$ cat src/rtl/ysyx_23060191_csr_file.sv
// ysyx_23060191_csr_file
// Machine-mode CSR file: mstatus, mtvec, mepc, mcause and an optional 64-bit
// cycle counter. Handles the ecall/mret side effects and supplies trap/return PCs.
// Optional feature macro: CSR_MCYCLE_EN (adds mcycle 0xB00 / mcycleh 0xB80).
module ysyx_23060191_csr_file #(
  parameter int CPU_WIDTH = 32
) (
  input  logic                 i_clk,
  input  logic                 i_rst,
  input  logic [11:0]          i_csr_raddr,
  output logic [CPU_WIDTH-1:0] o_csr_rdata,
  output logic                 o_csr_hit,
  input  logic                 i_csr_wr_en,
  input  logic [11:0]          i_csr_waddr,
  input  logic [CPU_WIDTH-1:0] i_csr_wdata,
  input  logic                 i_ecall,
  input  logic                 i_mret,
  input  logic [CPU_WIDTH-1:0] i_pc,
  output logic [CPU_WIDTH-1:0] o_trap_pc,
  output logic [CPU_WIDTH-1:0] o_mret_pc
);

  localparam logic [11:0] ADDR_MSTATUS = 12'h300;
  localparam logic [11:0] ADDR_MTVEC   = 12'h305;
  localparam logic [11:0] ADDR_MEPC    = 12'h341;
  localparam logic [11:0] ADDR_MCAUSE  = 12'h342;
`ifdef CSR_MCYCLE_EN
  localparam logic [11:0] ADDR_MCYCLE  = 12'hB00;
  localparam logic [11:0] ADDR_MCYCLEH = 12'hB80;
`endif

  localparam logic [CPU_WIDTH-1:0] ALIGN_MASK  = ~CPU_WIDTH'(3);
  localparam logic [CPU_WIDTH-1:0] CAUSE_ECALL = CPU_WIDTH'(11);

  // Only MIE/MPIE are stored; MPP reads as constant 11.
  logic                 mie_q;
  logic                 mpie_q;
  logic [CPU_WIDTH-1:0] mtvec_q;
  logic [CPU_WIDTH-1:0] mepc_q;
  logic [CPU_WIDTH-1:0] mcause_q;
  logic [CPU_WIDTH-1:0] mstatus_rd;

  logic wr_mstatus;
  logic wr_mtvec;
  logic wr_mepc;
  logic wr_mcause;

  assign wr_mstatus = i_csr_wr_en && (i_csr_waddr == ADDR_MSTATUS);
  assign wr_mtvec   = i_csr_wr_en && (i_csr_waddr == ADDR_MTVEC);
  assign wr_mepc    = i_csr_wr_en && (i_csr_waddr == ADDR_MEPC);
  assign wr_mcause  = i_csr_wr_en && (i_csr_waddr == ADDR_MCAUSE);

  // mstatus interrupt-enable stack: ecall > mret > software write
  always_ff @(posedge i_clk) begin
    if (i_rst) begin
      mie_q  <= 1'b0;
      mpie_q <= 1'b0;
    end else if (i_ecall) begin
      mpie_q <= mie_q;
      mie_q  <= 1'b0;
    end else if (i_mret) begin
      mie_q  <= mpie_q;
      mpie_q <= 1'b1;
    end else if (wr_mstatus) begin
      mie_q  <= i_csr_wdata[3];
      mpie_q <= i_csr_wdata[7];
    end
  end

  // mtvec: direct mode only, never touched by traps
  always_ff @(posedge i_clk) begin
    if (i_rst) begin
      mtvec_q <= '0;
    end else if (wr_mtvec) begin
      mtvec_q <= i_csr_wdata & ALIGN_MASK;
    end
  end

  // mepc/mcause: ecall capture has priority over a software write
  always_ff @(posedge i_clk) begin
    if (i_rst) begin
      mepc_q   <= '0;
      mcause_q <= '0;
    end else if (i_ecall) begin
      mepc_q   <= i_pc & ALIGN_MASK;
      mcause_q <= CAUSE_ECALL;
    end else begin
      if (wr_mepc) begin
        mepc_q <= i_csr_wdata & ALIGN_MASK;
      end
      if (wr_mcause) begin
        mcause_q <= i_csr_wdata;
      end
    end
  end

`ifdef CSR_MCYCLE_EN
  logic [CPU_WIDTH-1:0] cyc_lo_q;
  logic [CPU_WIDTH-1:0] cyc_hi_q;
  logic                 wr_mcycle;
  logic                 wr_mcycleh;

  assign wr_mcycle  = i_csr_wr_en && (i_csr_waddr == ADDR_MCYCLE);
  assign wr_mcycleh = i_csr_wr_en && (i_csr_waddr == ADDR_MCYCLEH);

  // 64-bit cycle counter; a write to either half suppresses that cycle's increment
  always_ff @(posedge i_clk) begin
    if (i_rst) begin
      cyc_lo_q <= '0;
      cyc_hi_q <= '0;
    end else if (wr_mcycle) begin
      cyc_lo_q <= i_csr_wdata;
    end else if (wr_mcycleh) begin
      cyc_hi_q <= i_csr_wdata;
    end else begin
      {cyc_hi_q, cyc_lo_q} <= {cyc_hi_q, cyc_lo_q} + 1'b1;
    end
  end
`endif

  // mstatus read view: MPP hardwired, MIE/MPIE from storage, rest zero
  always_comb begin
    mstatus_rd     = '0;
    mstatus_rd[12] = 1'b1;
    mstatus_rd[11] = 1'b1;
    mstatus_rd[7]  = mpie_q;
    mstatus_rd[3]  = mie_q;
  end

  // Combinational read mux; unmapped addresses read 0 with no hit
  always_comb begin
    o_csr_rdata = '0;
    o_csr_hit   = 1'b0;
    case (i_csr_raddr)
      ADDR_MSTATUS: begin o_csr_rdata = mstatus_rd; o_csr_hit = 1'b1; end
      ADDR_MTVEC:   begin o_csr_rdata = mtvec_q;    o_csr_hit = 1'b1; end
      ADDR_MEPC:    begin o_csr_rdata = mepc_q;     o_csr_hit = 1'b1; end
      ADDR_MCAUSE:  begin o_csr_rdata = mcause_q;   o_csr_hit = 1'b1; end
`ifdef CSR_MCYCLE_EN
      ADDR_MCYCLE:  begin o_csr_rdata = cyc_lo_q;   o_csr_hit = 1'b1; end
      ADDR_MCYCLEH: begin o_csr_rdata = cyc_hi_q;   o_csr_hit = 1'b1; end
`endif
      default: ;
    endcase
  end

  assign o_trap_pc = mtvec_q;
  assign o_mret_pc = mepc_q;

endmodule

$ cat config.mk
export PLATFORM = sky130hd
export DESIGN_NAME = ysyx_23060191_csr_file
export DESIGN_NICKNAME = d
export VERILOG_FILES = /design/src/rtl/ysyx_23060191_csr_file.sv
export SDC_FILE = /design/constraint.sdc
export NUM_CORES = 1
export LEC_CHECK = 0
export BUFFER_PORTS_ARGS = -buffer_cell sky130_fd_sc_hd__clkbuf_2
export CAP_MARGIN = 40
export CORE_AREA = 4 4 118 120
export CTS_BUF_LIST = sky130_fd_sc_hd__clkbuf_4 sky130_fd_sc_hd__clkbuf_8
export CTS_CLUSTER_SIZE = 12
export DETAILED_ROUTE_END_ITERATION = 10
export DIE_AREA = 0 0 122 124
export PLACE_DENSITY_LB_ADDON = 0.05
export SLEW_MARGIN = 5
export SYNTH_ARGS = -nofsm -noshare
export SYNTH_HDL_FRONTEND = slang
export SYNTH_SLANG_ARGS = --single-unit
$ cat constraint.sdc
create_clock -name i_clk -period 2.7 [get_ports i_clk]
set_input_delay 0.81 -clock i_clk [delete_from_list [all_inputs] [get_ports i_clk]]
set_output_delay 0.81 -clock i_clk [all_outputs]
set_load 0.02 [all_outputs]
==> impl_metrics.toml <==
[outcome]
status = "complete, but fails checks"
violations = "negative setup slack"

[sta]
max_freq_mhz = 327
slew_violations = 0
rsz0062_at_grt = "true"
report.final.setup_viol = 33
finalCritPeriodShare = 1.13
fin_ws_ns = -0.356
finalClockSkew_ns = 0.0000886
max-slew-margin-rel = 0.518
hold_viol = 0
hold_ws_ns = 0.453
tightest_slew_ns = 0.724
fin_crit_ns = 3.06

[global_routing]
grt_usage = 0.209
grt_max_degree = 33
antenna_found_initial = 0
grt.overflow.total = 0
grt_pass1_vias = 4414
grt_pass1_wl_um = 24200

[route]
first_iter_violations = 332
drt_pass1_iterations = 4
vias = 4511
vias_per_cell = 5.20
ant_nets = 0
route.detailed.drc = 0
routed_wl_um = 16200
wl_per_cell_um = 18.7

[logic_synthesis]
synth-compound-area-share = 0.266
ys_top_cells_by_area = "dfxtp_1 (44%), nand2_1 (11%), a21oi_1 (7.2%)"
synth_flop_cell = "dfxtp_1"
synth-seq-cells = 94
synthSimpleGateAreaFrac = 0.228
ys_seq_area_frac = 0.440
synth_area_per_cell_um2 = 8.56
synth_cell_types = 36
synth_adder_area_share = 0
syn-cell-area_mm2 = 0.00428
async_flop_share = 0
synth_top_family_by_area = "compound AO/OA/AOI/OAI gates"
synthMuxAreaShare = 0.00468
synth_xor_area_frac = 0
synth_edf_count = 0
syn_inst = 500
synth_area_leader_cell = "dfxtp_1"
yosysWarnings = 0
synth_top_area_share = 0.440

[layout]
final_common_cell = "clkbuf_2"
area_delta_synth_final_pct = 50.1
layout_common_cells = "clkbuf_2 (153), nand2_1 (121), dfxtp_1 (94)"
drive_above_1_share = 0.403
diodes = 0
final_cells = 868
nNetsFinal = 780

[floorplanning]
die_w_um = 122
die-area_mm2 = 0.0151
initial_core_util = 0.330
die_h_um = 124
core_area_mm2 = 0.0130
io_pins = 190
std_cell_rows = 42

[placement]
io_buffers = 183
place_congestion = 0.797
dp_hpwl_um = 11100
placed_cells = 846

[clock_tree]
clock-root-buffer = "clkbuf_8"
tritoncts = "yes"
cts_buffers = 9
htreeDepth = 3
max-clock-path-buffers = 2
worstSkewPairLatency_ns = 0.37
hold_buffers = 0
cts_sinks = 94
path_clk_slew_ns = 0.09

[min_path]
min_path_type = "flip-flop to flip-flop"

[power_and_ir_drop]
p_total_uw = 2760
ir_worst_vdd_mv = 0.182
p_per_area_mw_per_mm2 = 430
p_leak_uw = 0.00255

[setup_path]
endpoint_kind = "primary output"
required_ns = 1.89
crit_type = "input pin to primary output"
worstSetupStartpointType = "input pin"
cp_max_fo = 4
crit_arrival_ns = 2.25

[flow_run]
max-cap-violations = 0
[flip-flops by register name, indices dropped and copies added, names as in the netlist]
signal and cells:
o_trap_pc 30, mie_q 1, mcause_q 32, mpie_q 1, o_mret_pc 30
[through the flow]
stage	setup TNS, ns	utilization	instance area, µm²	setup WS (ns)
2_1_floorplan	-0.974	-	4420	-0.0487
3_3_place_gp	-10.86	0.431	5590	-0.384
3_5_place_dp	-10.89	0.433	5620	-0.389
4_1_cts	-8.58	0.479	6220	-0.326
5_1_grt	-11.11	0.495	6430	-0.419
6_report	-8.98	0.495	6430	-0.356
[timing repair]
action | CTS | global route
resized for setup | 70 | 36
gates cloned | 2 | 1
buffers inserted | 3 | 2
pin swaps | 8 | 5
endpoints found under the setup margin | 33 | 33
[area by class of cell]
cell class                 count  area (µm²)
fill                        1243        6550
multi-input combinational    360        2520
sequential                    94        1880
timing repair buffer         220        1590
tap                          176         220
clock buffer                  11         151
clock inverter                 5        57.6
inverter                       2        7.51
[routing by layer]
layer  vias to the layer above  part of all wire  wire length [µm]  GRT usage
met4                         0             0.015               238     0.0686
met1                      2149              0.43              7040      0.275
li1                       2174                 -                 -          -
met3                        16             0.085              1370     0.0495
met5                         -                 0                 0          0
met2                       172              0.47              7590      0.340
[synth_stat cells (6+ instances only)]
library cell and n:
and2_1 31, buf_4 8, o2bb2ai_1 26, nor3_1 10, a22oi_1 32, a21oi_1 62
nand2_1 121, a221o_1 30, buf_2 7, nor2b_1 6, clkbuf_1 27, dfxtp_1 94
[final timing paths]
| kind | slack [ns] | startpoint | endpoint | depth (start not counted) |
|---|---|---|---|---|
| worst max-delay path | -0.36 | i_csr_raddr[3] | o_csr_rdata[16] | 8 |
| worst min-delay path | 0.45 | mcause_q[9] | mcause_q[9] | 2 |
| worst max register to register | 1.91 | mpie_q | mpie_q | 2 |
| worst min register to register | 0.45 | mcause_q[9] | mcause_q[9] | 2 |
[cell families (layout without fill, tap and decap cells)]
| kind of cell | after synthesis | after routing |
|---|---|---|
| compound gates | 159 | 159 |
| other cells | 1 | 4 |
| buf+inv | 49 | 238 |
| simple gates | 195 | 195 |
| mux | 2 | 2 |
| flops | 94 | 94 |
[worst max-delay path, cell delays in order]
cell and delay (ns):
buf_6 0.10, nor4_4 0.33, nand2_1 0.14, nor3_4 0.27, buf_6 0.16, clkbuf_16 0.17
o2bb2ai_4 0.13, buf_8 0.13
[where the power goes]
group,internal [µW],leakage [µW],switching (µW)
clock,479,0.000109,519
combinational,137,0.00168,186
sequential,1420,0.000764,25.1
Power figures use the tool's default switching activity.
